File: config.mk
export PLATFORM = sky130hd
export DESIGN_NAME = t_ms_counter
export DESIGN_NICKNAME = d
export VERILOG_FILES = /design/src/rtl/t_ms_pkg.sv /design/src/rtl/t_ms_stage.sv /design/src/rtl/t_ms_counter.sv
export SDC_FILE = /design/constraint.sdc
export NUM_CORES = 1
export LEC_CHECK = 0
export BUFFER_PORTS_ARGS = -buffer_cell sky130_fd_sc_hd__buf_2
export CAP_MARGIN = 20
export CORE_AREA = 2 2 39 41
export CTS_BUF_LIST = sky130_fd_sc_hd__clkbuf_8
export DETAILED_ROUTE_END_ITERATION = 8
export DIE_AREA = 0 0 41 43
export PLACE_DENSITY = 0.65
export SLEW_MARGIN = 5
export SYNTH_ARGS = -nofsm -noshare
export SYNTH_HDL_FRONTEND = slang
export SYNTH_HIERARCHICAL = 1
export SYNTH_SLANG_ARGS = --single-unit
export TNS_END_PERCENT = 1
File: constraint.sdc
create_clock -name clk -period 1.8 [get_ports clk]
set_input_delay 0.36 -clock clk [delete_from_list [all_inputs] [get_ports clk]]
set_output_delay 0.36 -clock clk [all_outputs]
set_load 0.05 [all_outputs]
File: src/rtl/t_ms_pkg.sv
// Shared constants for the master-slave T counter: direction encoding and default width.
// Optional feature macro: T_MS_COUNTER_SAT_EN (saturate instead of wrap).
package t_ms_pkg;

   localparam logic DIR_DOWN      = 1'b0;
   localparam logic DIR_UP        = 1'b1;
   localparam int   DEFAULT_WIDTH = 4;

endpackage

File: src/rtl/t_ms_stage.sv
// One bit of the counter: a master-slave T element with parallel-load path.
// Ports: clk, rst (async, active-high), t (toggle), ld/ldv (load enable/value),
// qm (master latch, transparent while clk=1), qs (slave, follows qm while clk=0).
// Optional feature macro: T_MS_COUNTER_SAT_EN (handled in the top level).
module t_ms_stage (
   input  logic clk,
   input  logic rst,
   input  logic t,
   input  logic ld,
   input  logic ldv,
   output logic qm,
   output logic qs
);

   logic qm_q;
   logic qm_d;
   logic qs_q;

   // Next master value depends only on the slave, never on the master itself.
   assign qm_d = ld ? ldv : (qs_q ^ t);

   // Master latch: transparent while clk=1, holds while clk=0.
   always_latch begin
      if (rst) begin
         qm_q <= 1'b0;
      end else if (clk) begin
         qm_q <= qm_d;
      end
   end

   // Slave: qm is frozen while clk=0, so following it during the low phase
   // is the same as capturing it at the falling edge.
   always_ff @(negedge clk or posedge rst) begin
      if (rst) begin
         qs_q <= 1'b0;
      end else begin
         qs_q <= qm_q;
      end
   end

   assign qm = qm_q;
   assign qs = qs_q;

endmodule

File: src/rtl/t_ms_counter.sv
// Up/down counter built from WIDTH master-slave T elements; the visible count
// is qs, updated at the falling edge of clk. Ports: clk, rst (async, active-high),
// en, up, load, d[WIDTH] in; qm[WIDTH], qs[WIDTH], tc out.
// Optional feature macro: T_MS_COUNTER_SAT_EN (hold at the end value instead of wrapping).
module t_ms_counter
   import t_ms_pkg::*;
#(
   parameter int WIDTH = DEFAULT_WIDTH
) (
   input  logic             clk,
   input  logic             rst,
   input  logic             en,
   input  logic             up,
   input  logic             load,
   input  logic [WIDTH-1:0] d,
   output logic [WIDTH-1:0] qm,
   output logic [WIDTH-1:0] qs,
   output logic             tc
);

   logic [WIDTH-1:0] tog;
   logic             run;

   assign tc = (up == DIR_UP) ? (&qs) : ~(|qs);

   // Carry/borrow chain: bit i toggles when all lower bits are at the
   // direction's end value (all ones counting up, all zeros counting down).
   always_comb begin
      tog = '0;
      run = 1'b1;
      for (int i = 0; i < WIDTH; i++) begin
         tog[i] = en & run;
         run    = run & ((up == DIR_UP) ? qs[i] : ~qs[i]);
      end
`ifdef T_MS_COUNTER_SAT_EN
      if (tc && en && !load) begin
         tog = '0;
      end
`endif
   end

   for (genvar i = 0; i < WIDTH; i++) begin : g_bit
      t_ms_stage u_stage (
         .clk (clk),
         .rst (rst),
         .t   (tog[i]),
         .ld  (load),
         .ldv (d[i]),
         .qm  (qm[i]),
         .qs  (qs[i])
      );
   end

endmodule

# Yosys cells after proc, flatten, opt, wreduce, memory -nomap -nowiden
# Cells that the tools add are included.
[op_classes]
n_addsub = 0
mul = 0
n_div = 0
n_lt_le_gt_ge = 0
eq_ne = 0
n_shift = 0
n_mux = 18
bitwise_logic = 13
reduce_logical = 2
[op_table]
columns = ["op", "n"]
rows = [
  ["two-way mux 1 bit", 18],
  ["bitwise AND 1 bit", 5],
  ["NOT 1 bit", 4],
  ["AND reduction 4 bit", 1],
  ["OR reduction 4 bit", 1],
  ["XOR 1 bit", 4],
]
[totals]
ff_bits = 4
latchBits = 4
ramBits = 0
rom_bits = 0
out_inout_bits = 9
memories = 0

# Logic depth before layout (Yosys ltp)
[logic_depth]
ltp_word = 9
depth_mapped = 4
depth_no_buf = 4

# Cells and area by module
# The synthesis kept the hierarchy.
[by_module_without_submodules]
columns = ["module", "n_inst", "cells_each", "area_each_um2", "seq_area_each_um2"]
rows = [
  ["t_ms_stage", 4, 7, 75.1, 25.0],
  ["t_ms_counter", 1, 9, 66.3, 0.0],
]

==> run metrics <==
Synth-to-Final Area Change=112%; GP Congestion=0.673; Switching Share=27.8%; Hold Vio Cnt, Final=0; DRC=0; Power Total=832 uW; Worst Setup End Kind=output pin; nets=85; Synth area leader=dfrtn_1; Post-synth EDFFs=0; filler instances=117; post-detail-place hpwl=685 um; Req. time, crit path=1.44 ns; FP Rows=14; R2R depth=1; Ports=18; pre-CTS setup slack=-0.823 ns; end of the worst hold path=g_bit[2].u_stage/qm$_DLATCH_P_; fraction of registers with async set/reset=50.0%; Worst Path Buf+Inv=1; Cell Area, Synth=367 um2; Pint=601 uW; max cap viols=0; number of library cell types mapped by synthesis=16; count of final max-slew check failures=0; Rel. slew slack=89.1%; RSZ-0062 raised after global routing=true; Reg2Reg Setup Slack=-0.49 ns; worst-margin pin slew=0.162 ns; critical-path cell list=or4_4 -> mux2i_4 -> buf_6; post-route ant nets=0; failing checks=negative setup slack; first-pass GRT wire length=1500 um; Worst EP arrival=2.47 ns; Syn Nets=46; grt total ovfl=0; Syn Inst Count=37; worst setup margin=-1.03 ns; # diodes=0; number of DRC markers in iteration 0=7; vias per cell=4.50; Die W=41 um; worst skew pair latency=0.50 ns; FF-to-FF Start=g_bit[3].u_stage/qm$_DLATCH_P_; Clock Skew=0.140 ns; slowest cell on the critical path=or4_4; area taken by multi-input logic gates=211 um2; Setup violations, final=15; Top delay family on crit path=simple AND/OR/NAND/NOR gates; Top FF cell, synth=dlxtp_1; crit path launch type=flop; via count=405; Synth Register Bits=8; routed len/inst=11.1 um; setup TNS=-6.26 ns; Crit Path Class=flop to output pin; number of global-route vias before repair=409; Syn Area/Cell=9.91 um2; Synth area leaders=dfrtn_1 27%, dlxtp_1 16%, o211a_1 11%; number of synthesis warnings=6; Pwr Density=1070 nW/um2; I/O Buffers=17; status=finished with violations; largest net degree at the start of global routing=9; fraction of layout cells with a size suffix above 1=60.8%; worst hold path type=flop to latch; Hold Crit Depth=3; flip-flop and latch area=160 um2; Core Area=1380 um2; r2r endpoint=g_bit[3].u_stage/qs$_DFF_NP0_; Starting Density=26.5%; DIE AREA=1760 um2; CTS tree=built; Logic pwr share=25.3%; hold_sp=g_bit[2].u_stage/qs$_DFF_NP0_; gr usage total=14.7%; sequential fraction of design power=18.1%; Net Sw Power=231 uW; CP peak stage delay=0.53 ns; largest fanout on the critical path=2; final WL=1000 um; Clock power frac=56.6%; VDD IR max=0.000475 V; hold buffer count at CTS=0; Pleak=0.000425 uW; Die Ht=43 um; first drt pass iteration count=4; Synth top area share=27.3%; initial antenna violation count=0; post-CTS setup repair buffer count=0; CTS clock-pin slew for the worst setup and hold paths=0.05 ns
==> state kept, by name, indices dropped and copies added (netlist names) <==
name	cells
g_bit.u_stage/qm	4
g_bit.u_stage/qs	4
==> kinds of logic (layout without fill, tap and decap cells) <==
logic type      Yosys count  count (layout)  share of synthesized area, %
flops                     4               4                          27.3
simple gates             13              13                          22.5
xor+xnor                  5               5                          11.9
buf+inv                   4              41                          4.09
compound gates            6               6                          15.0
latches                   4               4                          16.4
mux                       1               1                          2.73
==> cells in the final DEF, fill, tap and decap left out <==
| cell type | Yosys | routed |
|---|---|---|
| a21boi_1 | 1 | 1 |
| a21boi_2 | 0 | 1 |
| and2_1 | 1 | 1 |
| buf_2 | 0 | 7 |
| buf_4 | 0 | 10 |
| buf_6 | 0 | 8 |
| buf_8 | 0 | 5 |
| clkbuf_8 | 0 | 7 |
| dfrtn_1 | 4 | 4 |
| dlxtp_1 | 4 | 4 |
| inv_1 | 4 | 4 |
| mux2i_4 | 0 | 1 |
| nand2b_1 | 4 | 4 |
| nand3_1 | 1 | 1 |
| nand4_1 | 1 | 1 |
| o211a_1 | 4 | 4 |
| or2_2 | 4 | 4 |
| or3_2 | 1 | 1 |
| or4_4 | 0 | 1 |
| xnor2_1 | 1 | 1 |
| xor2_1 | 4 | 4 |
==> through the flow <==
step	instances	area, um2	hold WS, ns	utilization, %
after floorplan	37	383	0.781	-
after global placement	83	586	0.794	42.3
after detailed placement	83	586	0.820	42.3
after CTS	90	778	0.690	56.2
after global routing	90	778	0.711	56.2
final	90	778	0.679	56.2
==> how the worst max path moves through the flow <==
| stage | from | endpoint | slack [ns] | depth (start not counted) |
|---|---|---|---|---|
| after global placement | up | g_bit[3].u_stage/qm$_DLATCH_P_ | -0.78 | 5 |
| after global routing | g_bit[0].u_stage/qs$_DFF_NP0_ | tc | -1.08 | 3 |
| final | g_bit[0].u_stage/qs$_DFF_NP0_ | tc | -1.03 | 3 |
| after floorplan | g_bit[0].u_stage/qs$_DFF_NP0_ | tc | -1.02 | 2 |
| after CTS | g_bit[0].u_stage/qs$_DFF_NP0_ | tc | -1.04 | 3 |
| after detailed placement | up | g_bit[3].u_stage/qm$_DLATCH_P_ | -0.82 | 5 |
==> timing repair <==
action                     CTS  global route
setup endpoints to repair   15            16
gates resized for setup     29             0
pin swaps                    4             0
==> per-layer routing <==
layer	track usage, %	share of wire, %
met5	0	0
met4	23.3	0.60
met3	5.76	4.3
met2	20.3	55
met1	11.2	40
==> layout make-up <==
cell class | instances | share of cell area, %
clock buffer | 7 | 12.4
multi-input combinational | 25 | 27.2
timing repair buffer | 30 | 35.4
tap | 16 | 2.57
inverter | 4 | 1.93
sequential | 8 | 20.6
==> power groups by stage <==
stage | sequential, uW | clock [uW] | combinational [uW]
after floorplan | 209 | 36.8 | 45.0
after global placement | 150 | 36.8 | 169
after detailed placement | 151 | 36.8 | 171
after CTS | 151 | 485 | 210
after global routing | 152 | 503 | 220
final | 151 | 471 | 210
Note: power is estimated with default switching activity, not from simulation.
